===== src/rtl/vend_pkg.sv =====
// Shared types and coin values for the parametrised vending controller.
package vend_pkg;

  typedef enum logic [2:0] {
    ST_IDLE,
    ST_COLLECT,
    ST_VEND,
    ST_CHANGE,
    ST_REFUND
  } state_t;

  localparam int HALF_V = 1;
  localparam int ONE_V  = 2;
  localparam int TWO_V  = 4;

endpackage


===== src/rtl/vend_payout.sv =====
// Loadable down-counter that emits a pulse/gap train of half-unit returns.
// A "fire" load emits the first pulse immediately; a plain load waits one cycle.
module vend_payout #(
  parameter int CNT_W = 4
) (
  input  logic             sys_clk,
  input  logic             sys_rst,
  input  logic             i_load,
  input  logic             i_fire,
  input  logic [CNT_W-1:0] i_val,
  input  logic             i_run,
  output logic             o_money,
  output logic             o_done
);

  logic [CNT_W-1:0] r_cnt;
  logic             r_money;

  always_ff @(posedge sys_clk) begin
    if (sys_rst) begin
      r_cnt   <= '0;
      r_money <= 1'b0;
    end else if (i_load) begin
      r_money <= i_fire;
      r_cnt   <= i_fire ? i_val - CNT_W'(1) : i_val;
    end else if (i_run) begin
      // A pulse cycle is always followed by a gap cycle.
      if (r_money) begin
        r_money <= 1'b0;
      end else if (r_cnt != '0) begin
        r_money <= 1'b1;
        r_cnt   <= r_cnt - CNT_W'(1);
      end
    end
  end

  assign o_money = r_money;
  assign o_done  = !r_money && (r_cnt == '0);

endmodule


===== src/rtl/vend_fsm_param.sv =====
// Parametrised vending controller: credit, vend, change, refund, busy reject.
// Optional build macro COIN_TWO_EN adds the two-unit coin input pi_money_two.
module vend_fsm_param
  import vend_pkg::*;
#(
  parameter int PRICE    = 5,
  parameter int CREDIT_W = 4
) (
  input  logic                sys_clk,
  input  logic                sys_rst,
  input  logic                pi_money_half,
  input  logic                pi_money_one,
`ifdef COIN_TWO_EN
  input  logic                pi_money_two,
`endif
  input  logic                pi_cancel,
  output logic                po_cola,
  output logic                po_money,
  output logic                po_reject,
  output logic                po_busy,
  output logic [CREDIT_W-1:0] po_credit
);

  if (PRICE < 1 || PRICE + 6 >= 2**CREDIT_W) begin : g_bad_params
    $error("vend_fsm_param: PRICE out of range for CREDIT_W");
  end

  localparam logic [CREDIT_W-1:0] PRICE_C = CREDIT_W'(PRICE);

  state_t              r_state, w_state_nxt;
  logic [CREDIT_W-1:0] r_credit, w_credit_nxt;
  logic [CREDIT_W-1:0] w_coin_v, w_total, w_load_val;
  logic                w_coin_any, w_busy_now;
  logic                w_load, w_fire;
  logic                w_pay_money, w_pay_done;
  logic                w_cola_nxt, w_reject_nxt, w_busy_nxt;
  logic                r_cola, r_reject, r_busy;

  always_comb begin
    w_coin_v = '0;
    if (pi_money_half) w_coin_v = w_coin_v + CREDIT_W'(HALF_V);
    if (pi_money_one)  w_coin_v = w_coin_v + CREDIT_W'(ONE_V);
`ifdef COIN_TWO_EN
    if (pi_money_two)  w_coin_v = w_coin_v + CREDIT_W'(TWO_V);
`endif
  end

  assign w_coin_any = (w_coin_v != '0);
  assign w_total    = r_credit + w_coin_v;
  assign w_busy_now = (r_state == ST_VEND) || (r_state == ST_CHANGE) ||
                      (r_state == ST_REFUND);

  always_ff @(posedge sys_clk) begin
    if (sys_rst) begin
      r_state  <= ST_IDLE;
      r_credit <= '0;
      r_cola   <= 1'b0;
      r_reject <= 1'b0;
      r_busy   <= 1'b0;
    end else begin
      r_state  <= w_state_nxt;
      r_credit <= w_credit_nxt;
      r_cola   <= w_cola_nxt;
      r_reject <= w_reject_nxt;
      r_busy   <= w_busy_nxt;
    end
  end

  always_comb begin
    w_state_nxt  = r_state;
    w_credit_nxt = r_credit;
    w_load       = 1'b0;
    w_fire       = 1'b0;
    w_load_val   = '0;
    case (r_state)
      ST_IDLE, ST_COLLECT: begin
        // Cancel wins over vend when both become possible in the same cycle.
        if (pi_cancel && (w_total != '0)) begin
          w_state_nxt  = ST_REFUND;
          w_credit_nxt = '0;
          w_load       = 1'b1;
          w_fire       = 1'b1;
          w_load_val   = w_total;
        end else if (w_total >= PRICE_C) begin
          w_state_nxt  = ST_VEND;
          w_credit_nxt = '0;
          w_load       = 1'b1;
          w_load_val   = w_total - PRICE_C;
        end else if (w_total != '0) begin
          w_state_nxt  = ST_COLLECT;
          w_credit_nxt = w_total;
        end
      end
      ST_VEND:              w_state_nxt = w_pay_done ? ST_IDLE : ST_CHANGE;
      ST_CHANGE, ST_REFUND: if (w_pay_done) w_state_nxt = ST_IDLE;
      default:              w_state_nxt = ST_IDLE;
    endcase
  end

  always_comb begin
    w_cola_nxt   = (w_state_nxt == ST_VEND);
    w_busy_nxt   = (w_state_nxt == ST_VEND) || (w_state_nxt == ST_CHANGE) ||
                   (w_state_nxt == ST_REFUND);
    w_reject_nxt = w_busy_now && w_coin_any;
  end

  // VEND acts as the leading gap, so CHANGE starts with a pulse.
  vend_payout #(
    .CNT_W (CREDIT_W)
  ) u_payout (
    .sys_clk (sys_clk),
    .sys_rst (sys_rst),
    .i_load  (w_load),
    .i_fire  (w_fire),
    .i_val   (w_load_val),
    .i_run   (w_busy_now),
    .o_money (w_pay_money),
    .o_done  (w_pay_done)
  );

  assign po_cola   = r_cola;
  assign po_money  = w_pay_money;
  assign po_reject = r_reject;
  assign po_busy   = r_busy;
  assign po_credit = r_credit;

endmodule


===== config.mk =====
export PLATFORM = sky130hd
export DESIGN_NAME = vend_fsm_param
export DESIGN_NICKNAME = d
export VERILOG_FILES = /design/src/rtl/vend_pkg.sv /design/src/rtl/vend_payout.sv /design/src/rtl/vend_fsm_param.sv
export SDC_FILE = /design/constraint.sdc
export NUM_CORES = 1
export LEC_CHECK = 0
export BUFFER_PORTS_ARGS = -buffer_cell sky130_fd_sc_hd__buf_2
export CAP_MARGIN = 10
export CELL_PAD_IN_SITES_DETAIL_PLACEMENT = 1
export CELL_PAD_IN_SITES_GLOBAL_PLACEMENT = 1
export CORE_AREA = 2 2 63 65
export CTS_BUF_LIST = sky130_fd_sc_hd__clkbuf_2
export CTS_CLUSTER_DIAMETER = 50
export DETAILED_ROUTE_END_ITERATION = 6
export DIE_AREA = 0 0 65 67
export PLACE_DENSITY = 0.53
export SETUP_SLACK_MARGIN = 0.5
export SYNTH_ARGS = -nofsm -noshare
export SYNTH_HDL_FRONTEND = slang
export SYNTH_SLANG_ARGS = --single-unit

===== constraint.sdc =====
create_clock -name sys_clk -period 7.3 [get_ports sys_clk]
set_input_delay 1.46 -clock sys_clk [delete_from_list [all_inputs] [get_ports sys_clk]]
set_output_delay 1.46 -clock sys_clk [all_outputs]
set_load 0.02 [all_outputs]

==> metrics.md <==
| Metric | Value |
|---|---|
| Hold crit path type | `reg -> reg` |
| Leftover overflow at the end of global routing | `0` |
| Yosys synthesis warning count | `0` |
| Data required, critical path | `7.51 ns` |
| Capturing element type of the critical path | `flip-flop` |
| Tot GR Track Use | `14.8%` |
| Capturing point of the worst reg2reg path | `u_payout.r_cnt[1]$_SDFFE_PP0P_` |
| Clock input transition at the sequential cells of the worst setup and hold paths | `0.16 ns` |
| Slowest CP cell | `sky130_fd_sc_hd__fa_1` |
| Syn nets | `135` |
| Crit Path Max Fanout | `4` |
| Clock sink total | `15` |
| Worst setup path startpoint | `pi_money_half` |
| Number of buffers inserted during clock tree synthesis | `3` |
| Die Span Y | `67 um` |
| Count of antenna-violating nets left after detailed routing | `0` |
| Inserted Diodes | `0` |
| Power density over the cells | `440 nW/um2` |
| Endpoints failing hold | `0` |
| Buffers on Ports | `12` |
| Mean Syn Cell Area | `8.68 um2` |
| DRC | `0` |
| CTS max path bufs | `2` |
| Worst rel slew slack | `64.2%` |
| Number of distinct library cells after synthesis | `48` |
| Post-DP Area | `1150 um2` |
| Reg2Reg Launch Point | `po_credit[0]$_SDFFE_PP0P_` |
| Slew @ Worst Pin | `0.537 ns` |
| Chip Width | `around 65 um` |
| Detailed Place HPWL | `2310 um` |
| Run status | `finished, final reports clean` |
| Leading cell types in the layout, fill and taps excluded | `15 x sky130_fd_sc_hd__dfxtp_1, 12 x sky130_fd_sc_hd__buf_2, 11 x sky130_fd_sc_hd__nor2_1` |
| Final Setup Violations | `0` |
| Cell area after synthesis | `around 1000 um2` |
| Dominant synthesized flop cell | `sky130_fd_sc_hd__dfxtp_1` |
| Reported leakage power | `0.495 nW` |
| Setup crit end | `u_payout.r_cnt[1]$_SDFFE_PP0P_` |
| Share of post-route cells with drive strength above 1 | `21.5%` |
| Final weighted congestion in routability-driven placement | `0.865` |
| Count of fill cells added during filler insertion | `441` |
| Area added between synthesis and finish | `11.9%` |
| CTS tree | `yes` |
| Core Region | `3610 um2` |
| Path length in cells of the critical path | `13` |
| Final critical-path setup slack | `3.22 ns` |
| Number of max-cap violations | `0` |
| Vias in the first global route | `949` |
| Count of pins over their slew limit | `0` |
| Crit path largest cell delay | `0.55 ns` |
| Via density per instance | `5.25` |
| Detailed-route wire length | `2840 um` |
| Pre-CTS WS | `roughly 2.9 ns` |
| Worst setup skew after layout | `0.00813 ns` |
| Max VDD drop | `~0.00012 V` |
| Critical Path AT | `4.29 ns` |
| Total Negative Setup Slacks | `0 ns` |
| Standard-cell rows | `22` |
| Setup Buffers After CTS | `0` |
| Synthesis-stage register bit count | `15` |
| RSZ-0062 raised after global routing | `false` |
| Number of H-tree levels | `1` |
| Type of element launching the critical path | `input pin` |
| Power Total | `0.517 mW` |
| Min Tclk post-route | `approximately 4 ns` |
| Net count of the finished layout | `150` |
| Proportion of synthesized chip area in sequential cells | `28.6%` |
| Worst Reg2Reg Path Length in Cells | `13` |
| Most common cell after layout, fill and taps aside | `sky130_fd_sc_hd__dfxtp_1` |
| Number of DRC markers in iteration 0 | `42` |
| EDFF count, synth | `0` |
| Routed len/inst | `15.5 um` |
| Worst-case hold slack | `slightly above 0.5 ns` |
| Post-cts hold buffer count | `0` |
| Die Area | `4360 um2` |
| CP Cell Sequence | `buf_2, ha_1, fa_1, inv_1, ha_1, o32a_2, nor2_1, nor2_1, o21ai_0, ha_1, nor2_1, nor3_1, a2111oi_2` |
| Via count | `961` |
| Share of flip-flops with an asynchronous set or reset | `0%` |
| First-pass GRT wire length | `4740 um` |
| Share of the cycle needed by the critical path after routing | `55.9%` |
| Finished Layout Cells | `between 150 and 200` |
| Clock network latency to the later pin of the worst-skew pair | `0.30 ns` |
| Boundary pin count | `13` |
| Clock root buffer master | `sky130_fd_sc_hd__clkbuf_2` |
| WS Path Type | `in -> reg` |
| Post-cts sizing count | `0` |
| Number of instances in the synthesized netlist | `between 100 and 150` |
| Buffers & Inverters on Critical Path | `2` |
| Max Fclk | `between 200 and 250 MHz` |
| Crit-path leading delay family | `adder cells` |
| Effective utilization at floorplan | `between 20% and 30%` |
| Placed cells | `179` |
| Router iterations before antenna repair | `4` |
| Final core area utilization | `about a third` |
| Largest net degree at the start of global routing | `16` |
| Reg2reg setup slack | `4.11 ns` |
| Layout Cell Area excl Fill | `1170 um2` |
| Initial antenna violation count | `0` |
[flip-flops by register name, indices dropped and copies added (netlist names)]
register and cells:
po_busy 1, u_payout.r_cnt 4, po_cola 1, r_state 3, po_reject 1, u_payout.o_money 1, po_credit 4
[cells by family after synthesis]
group	synth area share, %
AO/OA/AOI/OAI	27.3
buffers and inverters	4.29
adder cells (fa/ha/maj)	11.4
XOR/XNOR	4.89
AND/OR/NAND/NOR	23.5
flip-flops	28.6
[synth_stat cells, drive strengths merged, types with 3 or more instances]
| cell type | instances | share of area (%) |
|---|---|---|
| xnor2 | 3 | 2.5 |
| nand2 | 7 | 2.5 |
| inv | 8 | 2.9 |
| a21oi | 10 | 4.8 |
| dfxtp | 15 | 29 |
| o21ai | 4 | 3.3 |
| nor2 | 12 | 4.5 |
| nor3 | 7 | 3.3 |
| ha | 8 | 9.5 |
| nand3 | 7 | 3.3 |
[worst min-delay path by stage]
stage | start | endpoint | slack, ns | cells past startpoint
after CTS | po_credit[3]$_SDFFE_PP0P_ | po_credit[3]$_SDFFE_PP0P_ | 0.52 | 1
after detailed placement | po_credit[3]$_SDFFE_PP0P_ | po_credit[3]$_SDFFE_PP0P_ | 0.50 | 1
after global placement | po_credit[0]$_SDFFE_PP0P_ | po_credit[0]$_SDFFE_PP0P_ | 0.47 | 2
final | po_credit[3]$_SDFFE_PP0P_ | po_credit[3]$_SDFFE_PP0P_ | 0.52 | 1
after floorplan | r_state[2]$_SDFF_PP0_ | r_state[0]$_SDFF_PP0_ | 0.48 | 1
after global routing | po_credit[3]$_SDFFE_PP0P_ | po_credit[3]$_SDFFE_PP0P_ | 0.54 | 1
[where the power goes]
part / switching (mW) / internal [mW] / total (mW)
clock network: 0.0291 / 0.0124 / 0.0415
logic: 0.209 / 0.129 / 0.338
registers: 0.0269 / 0.110 / 0.137
[per-layer routing]
metal	GRT usage, %	up-vias	part of all wire (%)
met5	0	-	0
met4	7.71	0	2.1
met3	1.86	5	2.0
met2	23.8	14	46
met1	19.4	465	50
li1	-	477	-
[layout make-up]
cell class	instances	area, um2	share of cell area [%]
multi-input cells	96	704	60.0
inverters	8	30.0	2.56
well taps	48	60.1	5.11
clock inverters	1	5.00	0.426
repair buffers	12	60.1	5.11
clock buffers	3	15.0	1.28
flip-flops and latches	15	300	25.6
(Power assumes the default switching activity.)
